### config.mk
export PLATFORM = sky130hd
export DESIGN_NAME = regfile_wb_arbiter
export DESIGN_NICKNAME = d
export VERILOG_FILES = /design/src/rtl/regfile_wb_arbiter.sv
export SDC_FILE = /design/constraint.sdc
export NUM_CORES = 1
export LEC_CHECK = 0
export CORE_UTILIZATION = 42
export DETAILED_ROUTE_END_ITERATION = 12
export PLACE_DENSITY = 0.86
export REMOVE_ABC_BUFFERS = 1
export SETUP_SLACK_MARGIN = 0.2
export SLEW_MARGIN = 15
export SYNTH_ARGS = -nofsm -noshare
export SYNTH_HDL_FRONTEND = slang
export SYNTH_SLANG_ARGS = --single-unit
### constraint.sdc
create_clock -name clk -period 2.7 [get_ports clk]
set_input_delay 0.54 -clock clk [delete_from_list [all_inputs] [get_ports clk]]
set_output_delay 0.54 -clock clk [all_outputs]
set_load 0.01 [all_outputs]
### src/rtl/regfile_wb_arbiter.sv
// Writeback arbiter: one entry each for ALU and load results, drained oldest-first
// into the register file's single write port. Writes to register 0 are dropped and counted.
module regfile_wb_arbiter #(
  parameter int COUNT     = 32,
  parameter int BUS_WIDTH = 32
) (
  input  logic                          clk,
  input  logic                          rst_n,
  input  logic                          flush,
  input  logic                          alu_valid,
  input  logic [$clog2(COUNT)-1:0]      alu_addr,
  input  logic [BUS_WIDTH-1:0]          alu_data,
  output logic                          alu_ready,
  input  logic                          mem_valid,
  input  logic [$clog2(COUNT)-1:0]      mem_addr,
  input  logic [BUS_WIDTH-1:0]          mem_data,
  output logic                          mem_ready,
  output logic                          rf_wr_en,
  output logic [$clog2(COUNT)-1:0]      rf_write_addr,
  output logic [BUS_WIDTH-1:0]          rf_data_in,
  output logic [7:0]                    zero_drop_cnt,
  output logic                          busy
);
  localparam int ADDR_WIDTH = $clog2(COUNT);

  logic                  alu_held, mem_held, mem_first;
  logic [ADDR_WIDTH-1:0] alu_addr_q, mem_addr_q;
  logic [BUS_WIDTH-1:0]  alu_data_q, mem_data_q;
  logic                  active;
  logic                  grant_alu, grant_mem;
  logic                  alu_acc, mem_acc, alu_cap, mem_cap, alu_zero, mem_zero;
  logic                  alu_held_nx, mem_held_nx;
  logic [8:0]            cnt_sum;

  // Outputs are forced idle while in reset or flushing.
  assign active    = rst_n & ~flush;
  assign grant_alu = active & alu_held & (~mem_held | ~mem_first);
  assign grant_mem = active & mem_held & (~alu_held | mem_first);

  assign alu_ready = active & (~alu_held | grant_alu);
  assign mem_ready = active & (~mem_held | grant_mem);

  assign alu_acc  = alu_valid & alu_ready;
  assign mem_acc  = mem_valid & mem_ready;
  assign alu_cap  = alu_acc & (alu_addr != '0);
  assign mem_cap  = mem_acc & (mem_addr != '0);
  assign alu_zero = alu_acc & (alu_addr == '0);
  assign mem_zero = mem_acc & (mem_addr == '0);

  assign alu_held_nx = alu_cap | (alu_held & ~grant_alu);
  assign mem_held_nx = mem_cap | (mem_held & ~grant_mem);

  assign cnt_sum = {1'b0, zero_drop_cnt} + {8'd0, alu_zero} + {8'd0, mem_zero};

  assign rf_wr_en      = grant_alu | grant_mem;
  assign rf_write_addr = grant_mem ? mem_addr_q : (grant_alu ? alu_addr_q : '0);
  assign rf_data_in    = grant_mem ? mem_data_q : (grant_alu ? alu_data_q : '0);
  assign busy          = alu_held | mem_held;

  always_ff @(posedge clk or negedge rst_n) begin
    if (!rst_n) begin
      alu_held      <= 1'b0;
      mem_held      <= 1'b0;
      mem_first     <= 1'b0;
      zero_drop_cnt <= 8'd0;
    end else if (flush) begin
      alu_held  <= 1'b0;
      mem_held  <= 1'b0;
      mem_first <= 1'b0;
    end else begin
      alu_held      <= alu_held_nx;
      mem_held      <= mem_held_nx;
      zero_drop_cnt <= (cnt_sum > 9'd255) ? 8'hFF : cnt_sum[7:0];
      // With both held afterwards, the entry not newly captured is the older one;
      // a same-edge tie goes to the load.
      if (alu_held_nx && mem_held_nx)
        mem_first <= ~mem_cap | alu_cap;
    end
  end

  always_ff @(posedge clk or negedge rst_n) begin
    if (!rst_n) begin
      alu_addr_q <= '0;
      alu_data_q <= '0;
      mem_addr_q <= '0;
      mem_data_q <= '0;
    end else begin
      if (alu_cap) begin
        alu_addr_q <= alu_addr;
        alu_data_q <= alu_data;
      end
      if (mem_cap) begin
        mem_addr_q <= mem_addr;
        mem_data_q <= mem_data;
      end
    end
  end
endmodule

-- Word level (Yosys, flattened, before mapping)
Cells that the tools add are included.
- logic and storage cells: 57
- input bits: 79
- output and inout port bits: 49
- register bits: 85
- mux-type cells: 9
- $add $sub $neg: 2
- reduce and logical (&&, ||, !) cells: 6
- bitwise logic cells: 31
- $lt $le $gt $ge: 1
- operators with widths (operator ; number):
    two-way mux 32 bit ; 2
    bitwise AND 1 bit ; 15
    zero test 5 bit ; 2
    two-way mux 5 bit ; 2
    nonzero test 5 bit ; 2
    adder 8 x 1 -> 9 bit ; 1
    adder 9 x 1 -> 9 bit ; 1
    greater-than comparator 9 x 8 -> 1 bit, second input constant ; 1
    bitwise OR 1 bit ; 9
    two-way mux 8 bit ; 1
    inverter 1 bit ; 7
    two-way mux 1 bit ; 4
    nonzero test 2 bit ; 1
    logical AND 1 bit ; 1

-- Depth between registers and ports, before layout
Gate-level depths: netlist of run 1.
- word-level depth: 12
- gate-level depth with buffers: 12
- depth with buffers taken out: 10

-- Least setup slack after synthesis of run 1
Ideal clock, no wire load.
- path kind: input port to flip-flop
- start point: input flush
- end point: register zero_drop_cnt[7]
- setup slack: 62 ps
- arrival: 2510 ps
- required time: 2573 ps
- cell stages on the path: 9
- buffers on the path: 1
- setup time: 127 ps
- cell sequence: nand2b_1 buf_2 a211oi_4 nand3_1 fa_1 nand4bb_1 nor2_1 and3_1 mux2_1
- word-level cells in the longest chain between the ends: 12
- elaborated cells on any way between the ends: 18
- those cells by class: add/sub: 2; order compare: 1; mux: 1; bitwise: 14
- RTL lines (element ; line ; text):
    start: declaration ; 9 ; input logic flush,
    inverter 1 bit ; 36 ; assign active = rst_n & ~flush;
    bitwise AND 1 bit ; 36 ;
    bitwise AND 1 bit (2 in series) ; 37 ; assign grant_alu = active & alu_held & (~mem_held | ~mem_first);
    bitwise OR 1 bit ; 40 ; assign alu_ready = active & (~alu_held | grant_alu);
    bitwise AND 1 bit ; 40 ;
    bitwise AND 1 bit ; 43 ; assign alu_acc = alu_valid & alu_ready;
    bitwise AND 1 bit ; 47 ; assign alu_zero = alu_acc & (alu_addr == '0);
    adder 8 x 1 -> 9 bit ; 53 ; assign cnt_sum = {1'b0, zero_drop_cnt} + {8'd0, alu_zero} + {8'd0, mem_zero};
    adder 9 x 1 -> 9 bit ; 53 ;
    greater-than comparator 9 x 8 -> 1 bit ; 73 ; zero_drop_cnt <= (cnt_sum > 9'd255) ? 8'hFF : cnt_sum[7:0];
    two-way mux 8 bit ; 73 ;
    end signal: assignment ; 73 ;
    end: declaration ; 21 ; output logic [7:0] zero_drop_cnt,
Parallel ways exist; a longest one is shown, timed or not.
A chain may end at the register's enable or synchronous reset.

-- Worst setup path after layout of run 1
- start point: input flush
- end point: output rf_data_in[2]
- word-level cells in the longest chain between the ends: 6
- elaborated cells on any way between the ends: 8
- those cells by class: mux: 2; bitwise: 6
- RTL lines (element ; line ; text):
    inverter 1 bit * ; 36 ;
    bitwise AND 1 bit * ; 36 ;
    bitwise AND 1 bit (2 in series) ; 37 ;
    two-way mux 32 bit ; 57 ; assign rf_data_in = grant_mem ? mem_data_q : (grant_alu ? alu_data_q : '0);
    two-way mux 32 bit * ; 57 ;
    end: declaration ; 20 ; output logic [BUS_WIDTH-1:0] rf_data_in,
Mark *: on every way between the ends. The rest lies on a longest branch, timed or not.

==> impl_results.md, run 1 <==
* Overall Global Routing Usage at 22.04%
* Share of cells above drive strength 1 at 32.19%
* Switching power share of the total at 26.67%
* Ant diodes at 0
* Combinational power share at 21.4%
* Most Used Layer, Global Route: met2
* Buffers on Ports at 127
* Net Sw Power at 837.1 µW
* RSZ-0062 raised after global routing: no
* Critical path's largest stage delay at 0.30 ns
* Clock share of power at 26.3%
* Leakage Power at 0.002717 µW
* Internal at 2302 µW
* DRT Pass-1 Iters at 4
* I/O pin cnt at 128
* Initial core utilization at 44.16%
* Clk buf depth at 2
* Final nets at 514
* Vias per inst at 5.236
* DR iter-0 viols at 67
* Routed WL at 10940 µm
* Fmax at 407.0 MHz
* GRT overflow at 0
* Synth area leader: dfrtp_1
* Clock Latency Late Sink at 0.36 ns
* Number of instances in the placed design at 544
* Hpwl dp at 7385 µm
* Xor/xnor share of the synthesized area at 0.4213%
* Area delta synth->final at 40.75%
* Setup tns final at 0 ns
* RD Place Congestion at 0.8491
* Die X at 101.5 µm
* Fin crit period at 2.457 ns
* MaxCap Viol Count at 0
* Post-synthesis compound-gate area fraction at 11.86%
* FFs w/ async S/R, synth at 100.0%
* Final hold violations at 0
* Bufs and invs on worst path at 4
* Clock sinks at 85
* Worst slew margin at 62.35%
* Peak supply drop at 279.5 µV
* Vias in the first global route at 3328
* Crit start category: primary input
* Hold Buf Count CTS at 0
* Worst slew pin tran at 0.5648 ns
* H-tree depth at 3
* # DRC at 0
* Post-synth EDFFs at 0
* Synth Area in Adders at 0.7824%
* Netlist Area Pre-Place at 4158 µm²
* YS warnings at 0
* Hold Slack at 0.2841 ns
* Synth Area in Simple Gates at 5.597%
* Num CTS Buffers at 9
* Synth top area share at 51.16%
* Final setup violation count at 0
* Worst path slowest cell: dlygate4sd2_1
* Met1 Use GR at 25.96%
* Synthesized area per cell at 14.59 µm²
* Post-synthesis sequential area ratio at 51.16%
* Cell Rows at 35
* Pwr dens at 536.4 nW/µm²
* Utilization after layout at 62.15%
* PnR Total Power at 3139 µW
* Clk root buf: clkbuf_8
* Final Skew at 0.009251 ns
* CP arrival at 1.92 ns
* Largest family of logic cells by synthesized area: multiplexers
* Most used cell, CP: dlygate4sd2_1
* Crit Path Class: in2out
* Flop pwr share at 52.3%
* M2 GR Usage at 39.04%
* Grt met3 use at 6.349%
* Synth Instances at 285
* First-pass GRT wire length at 16830 µm
* Mux cell area share after synthesis at 24.65%
* Die H at 101.5 µm
* Min-Delay Path Class: in2async
* Die ar. at 10300 µm²
* Worst EP required at 2.16 ns
* Largest net degree at the start of global routing at 47
* ANT nets after route at 0
* Synth Flop Type: dfrtp_1
* Clock slew at reported path FFs at 0.09 ns
* Post-route clock period utilization at 90.99%
* Pins Over Slew Limit at 0
* Run status: completed
* Vias at 2969
* Yosys reg bits at 85
* Cell family with the largest share of critical-path delay: buffers and inverters
* WL per Instance at 19.30 µm
* Main area contributors after synthesis: dfrtp_1 51%, mux2_4 22%, a22o_1 8.6%
* Unique masters post-synth at 38
* Initial antenna violation count at 0
* Layout Cells excl Fill at 567
* CTS tree: yes
* Max Fanout on Critical Path at 11
* Core Box Area at 9415 µm²
* Crit path cell chain: dlygate4sd2_1 > nand2b_4 > nor3b_4 > buf_6 > buf_12 > a22o_1 > dlygate4sd2_1
* Worst setup EP type: primary output
==> flip-flops by register name, indices dropped and copies added, names as in the netlist <==
name           count
alu_addr_q         5
alu_held           1
mem_data_q        32
alu_data_q        32
mem_held           1
mem_first          1
mem_addr_q         5
zero_drop_cnt      8
==> layout by cell type (no fill, tap or decap), drive strengths merged, types with 4 or more instances in the layout <==
master	netlist	final
mux2	71	71
clkbuf	1	10
nand3	5	5
dfrtp	85	85
dlygate4sd2	0	26
and3	5	5
o21ai	5	5
inv	4	6
a22o	41	41
nor2b	4	4
nand2	12	12
clkdlybuf4s50	0	87
buf	18	40
a21oi	9	9
nor2	5	5
==> area by class of cell <==
type | count | area (µm²)
Fill cell | 734 | 3563
Inverter | 4 | 15.01
Tap cell | 129 | 161.4
Clock buffer | 10 | 127.6
Sequential cell | 85 | 2130
Clock inverter | 6 | 46.29
Timing Repair Buffer | 156 | 1533
Multi-Input combinational cell | 177 | 1839
==> cells by family (layout without fill, tap and decap cells) <==
logic type,after synthesis,in the layout
simple gates,41,41
flops,85,85
xor+xnor,2,2
buf+inv,23,176
fa+ha+maj,2,2
compound gates,61,61
mux,71,71
==> layer usage <==
layer	vias up	part of all wire, %
met5	-	0
met2	111	51
li1	1339	-
met4	0	1.3
met3	15	6.2
met1	1504	42
==> cell usage after synthesis, types with 3 or more instances <==
master / count
dfrtp_1: 85
mux2_4: 60
a22o_1: 41
nand2_1: 12
mux2_2: 10
a21oi_1: 9
buf_12: 7
buf_2: 6
and3_1: 5
nand3_1: 5
nor2_1: 5
o21ai_0: 5
inv_1: 4
buf_6: 3
==> per-stage QoR <==
stage / worst slack [ns] / instance area [µm²]
final: 0.2432 / 5852
after global routing: 0.1810 / 5852
after CTS: 0.2343 / 5836
after detailed placement: -0.3755 / 5594
after global placement: -0.3635 / 5594
after floorplan: -0.1170 / 3943
==> final timing paths <==
| kind | start | end | slack [ns] | cells after the start |
|---|---|---|---|---|
| worst max-delay path | flush | rf_data_in[2] | 0.24 | 7 |
| worst min-delay path | rst_n | mem_data_q[1] | 0.28 | 2 |
| worst max register to register | alu_held | zero_drop_cnt[7] | 0.29 | 9 |
| worst min register to register | alu_addr_q[2] | alu_addr_q[2] | 0.51 | 1 |
| max in group asynchronous | rst_n | mem_data_q[30] | 1.43 | 3 |
| min in group clk | alu_addr_q[2] | alu_addr_q[2] | 0.51 | 1 |
==> power groups by stage <==
stage	logic, µW	clock network (µW)	registers, µW
2_1_floorplan	386	0	1620
3_3_place_gp	646	0	1640
3_5_place_dp	666	0	1660
4_1_cts	675	851	1640
5_1_grt	717	914	1670
6_report	671	826	1640
==> timing repair <==
action / in CTS / in global routing
setup endpoints to repair: 44 / 6
buffers inserted: 4 / 1
hold endpoints to repair: 0 / 0
gates resized for setup: 88 / 5
cloned: 2 / 0
pin swaps: 2 / 4
Note: power is estimated with default switching activity, not from simulation.
==> run 2, diff against run 1 <==
Settings changed: CORE_UTILIZATION 42 to 47, PLACE_DENSITY 0.86 to 0.9.
Clock period 2.7 ns to 2.3 ns, I/O delays scaled along.
==> impl_results.md, run 2 (synthesized netlist as in run 1, its figures left out) <==
* Die ar. at 9227 µm² (was 10300 µm²)
* Combinational power share at 21.2% (was 21.4%)
* Switching power share of the total at 24.45% (was 26.67%)
* First-pass GRT wire length at 16770 µm (was 16830 µm)
* Clock sinks at 85 (unchanged)
* CP arrival at 1.88 ns (was 1.92 ns)
* Initial core utilization at 49.60% (was 44.16%)
* Worst flop-to-flop path startpoint: mem_held (was alu_held)
* Most common cell after layout, fill and taps aside: dfrtp_1 (was clkdlybuf4s50_1)
* Die X at 96.06 µm (was 101.5 µm)
* Final hold violations at 0 (unchanged)
* Post-route clock period utilization at 101.7%
* Most Used Layer, Global Route: met2 (unchanged)
* FF-to-FF path depth at 7 (was 9)
* Pins Over Slew Limit at 0 (unchanged)
* Peak supply drop at 324.2 µV (was 279.5 µV)
* Max Fanout on Critical Path at 5 (was 11)
* Hpwl dp at 7050 µm (was 7385 µm)
* Overall Global Routing Usage at 24.77% (was 22.04%)
* Internal at 2967 µW (was 2302 µW)
* Cell Rows at 33 (was 35)
* Pwr dens at 635.7 nW/µm² (was 536.4 nW/µm²)
* Hold Slack at 0.2239 ns (was 0.2841 ns)
* Most used cell, CP: buf_6 (was dlygate4sd2_1)
* Final nets at 532 (was 514)
* M2 GR Usage at 41.78% (was 39.04%)
* Met1 Use GR at 32.99% (was 25.96%)
* Routed WL at 11640 µm (was 10940 µm)
* Vias in the first global route at 3196 (was 3328)
* Failing checks: setup timing
* Number of instances in the placed design at 526 (was 544)
* Min-Delay Path Class: in2async (unchanged)
* Worst slew pin tran at 0.5749 ns (was 0.5648 ns)
* Worst slew margin at 61.68% (was 62.35%)
* Vias at 3068 (was 2969)
* Flop-to-flop setup slack at 0 ns (was 0.29 ns)
* Setup crit start: mem_first (was flush)
* Die H at 96.06 µm (was 101.5 µm)
* Initial antenna violation count at 0 (unchanged)
* Clk root buf: clkbuf_8 (unchanged)
* Layout Cells excl Fill at 560 (was 567)
* Fmax at 427.5 MHz
* Crit path cell chain: nor2b_4 > nor3b_4 > buf_6 > buf_6 > buf_6 > buf_16 > a22o_1 > buf_2 (was dlygate4sd2_1 > nand2b_4 > nor3b_4 > buf_6 > buf_12 > a22o_1 > dlygate4sd2_1)
* Core Box Area at 8382 µm² (was 9415 µm²)
* RSZ-0062 raised after global routing: yes (was no)
* Clock Latency Late Sink at 0.33 ns (was 0.36 ns)
* Flop pwr share at 49.4% (was 52.3%)
* RD Place Congestion at 0.8222 (was 0.8491)
* Num CTS Buffers at 9 (unchanged)
* Worst path slowest cell: dfrtp_2 (was dlygate4sd2_1)
* PnR Total Power at 3927 µW (was 3139 µW)
* Crit start category: flop (was primary input)
* Area delta synth->final at 48.57% (was 40.75%)
* Critical path's largest stage delay at 0.43 ns (was 0.30 ns)
* Clock slew at reported path FFs at 0.08 ns (was 0.09 ns)
* Final Worst Setup Slack at -0.03918 ns (was 0.2432 ns)
* Fin crit period at 2.339 ns
* Crit Path Class: reg2out (was in2out)
* Dpl ws at -0.6959 ns (was -0.3755 ns)
* Leakage Power at 0.002855 µW (was 0.002717 µW)
* Final setup violation count at 10 (was 0)
* Vias per inst at 5.479 (was 5.236)
* # DRC at 0 (unchanged)
* Most frequent cells in the layout: 83 x dfrtp_1, 79 x clkdlybuf4s50_1, 62 x mux2_4 (was 87 x clkdlybuf4s50_1, 83 x dfrtp_1, 60 x mux2_4)
* Worst EP required at 1.84 ns (was 2.16 ns)
* Final Skew at 0.008494 ns (was 0.009251 ns)
* Worst setup EP type: primary output (unchanged)
* Largest regs: alu_data_q: 32 flops, mem_data_q: 32 flops, zero_drop_cnt: 8 flops (unchanged)
* ANT nets after route at 0 (unchanged)
* Grt met3 use at 3.870% (was 6.349%)
* Clock share of power at 29.4% (was 26.3%)
* Ant diodes at 0 (unchanged)
* H-tree depth at 3 (unchanged)
* R2r endpoint: zero_drop_cnt[7] (unchanged)
* DR iter-0 viols at 120 (was 67)
* DRT Pass-1 Iters at 4 (unchanged)
* Buffers on Ports at 127 (unchanged)
* MaxCap Viol Count at 0 (unchanged)
* Share of cells above drive strength 1 at 46.59% (was 32.19%)
* Run status: finished with violations (was completed)
* GRT overflow at 0 (unchanged)
* CTS tree: yes (unchanged)
* Net Sw Power at 960.1 µW (was 837.1 µW)
* WL per Instance at 20.78 µm (was 19.30 µm)
* Largest net degree at the start of global routing at 46 (was 47)
* Clk buf depth at 2 (unchanged)
* I/O pin cnt at 128 (unchanged)
run 2: cell count changes in the layout (fill, tap and decap cells not counted), moves of 4 or more:
cell	previous run	this run
o21ai_2	0	4
clkdlybuf4s50_1	87	79
dlygate4sd2_1	26	7
o21ai_0	5	1
buf_6	3	12
buf_2	11	37
run 2: routing by layer:
metal,vias to the layer above,wire length [µm],part of all wire (%)
met5,-,0,0
met4,0,244,2.1
met3,21,700,6.0
met2,125,5879,51
met1,1542,4812,41
li1,1380,-,-
run 2: repair_timing:
item                       in CTS  in global routing
hold buffers                    0                  0
cloned                          4                  3
pin swaps                      27                 29
setup endpoints to repair      49                 46
buffers inserted                9                  3
resized for setup             187                 37
run 2: critical path, delay by kind of cell (launching register included):
| family | cells | cell delay, ns |
|---|---|---|
| simple gates | 2 | 0.27 |
| compound gates | 1 | 0.21 |
| flops | 1 | 0.43 |
| buf+inv | 5 | 0.63 |
run 2: power groups by stage:
stage | Combinational, µW | Sequential, µW | Clock [µW]
floorplan | 453 | 1910 | 0
global placement | 773 | 1940 | 0
detailed placement | 793 | 1950 | 0
CTS | 805 | 1930 | 1170
global route | 889 | 1970 | 1250
finish | 832 | 1940 | 1150
run 2: layout make-up:
| class | count | area (µm²) |
|---|---|---|
| well taps | 105 | 131.4 |
| multi-input cells | 177 | 1992 |
| repair buffers | 174 | 1685 |
| clock inverters | 5 | 83.83 |
| fillers | 530 | 2205 |
| flip-flops and latches | 85 | 2130 |
| clock buffers | 10 | 137.6 |
| inverters | 4 | 17.52 |
run 2: worst max-delay path by stage:
stage | to | slack [ns] | depth (start not counted)
2_1_floorplan | rf_data_in[0] | -0.36 | 3
3_3_place_gp | zero_drop_cnt[7] | -0.61 | 10
3_5_place_dp | zero_drop_cnt[7] | -0.70 | 10
4_1_cts | rf_write_addr[2] | -0.04 | 8
5_1_grt | rf_write_addr[4] | -0.12 | 8
6_report | rf_write_addr[2] | -0.04 | 8
run 2: stage by stage:
stage               util (%)  TNS, ns  cell area (µm²)
floorplan                  -   -13.25             3943
global placement       67.52   -27.06             5659
detailed placement     67.52   -28.20             5659
CTS                    71.09  -0.2725             5958
global route           73.70   -1.265             6177
finish                 73.70  -0.2136             6177
==> run 3, diff against run 2 <==
Settings changed: CAP_MARGIN set to 20, SLEW_MARGIN 15 to 20.
==> results of run 3 <==
Same layout as run 2: the final DEF is identical, and so are final timing and power.
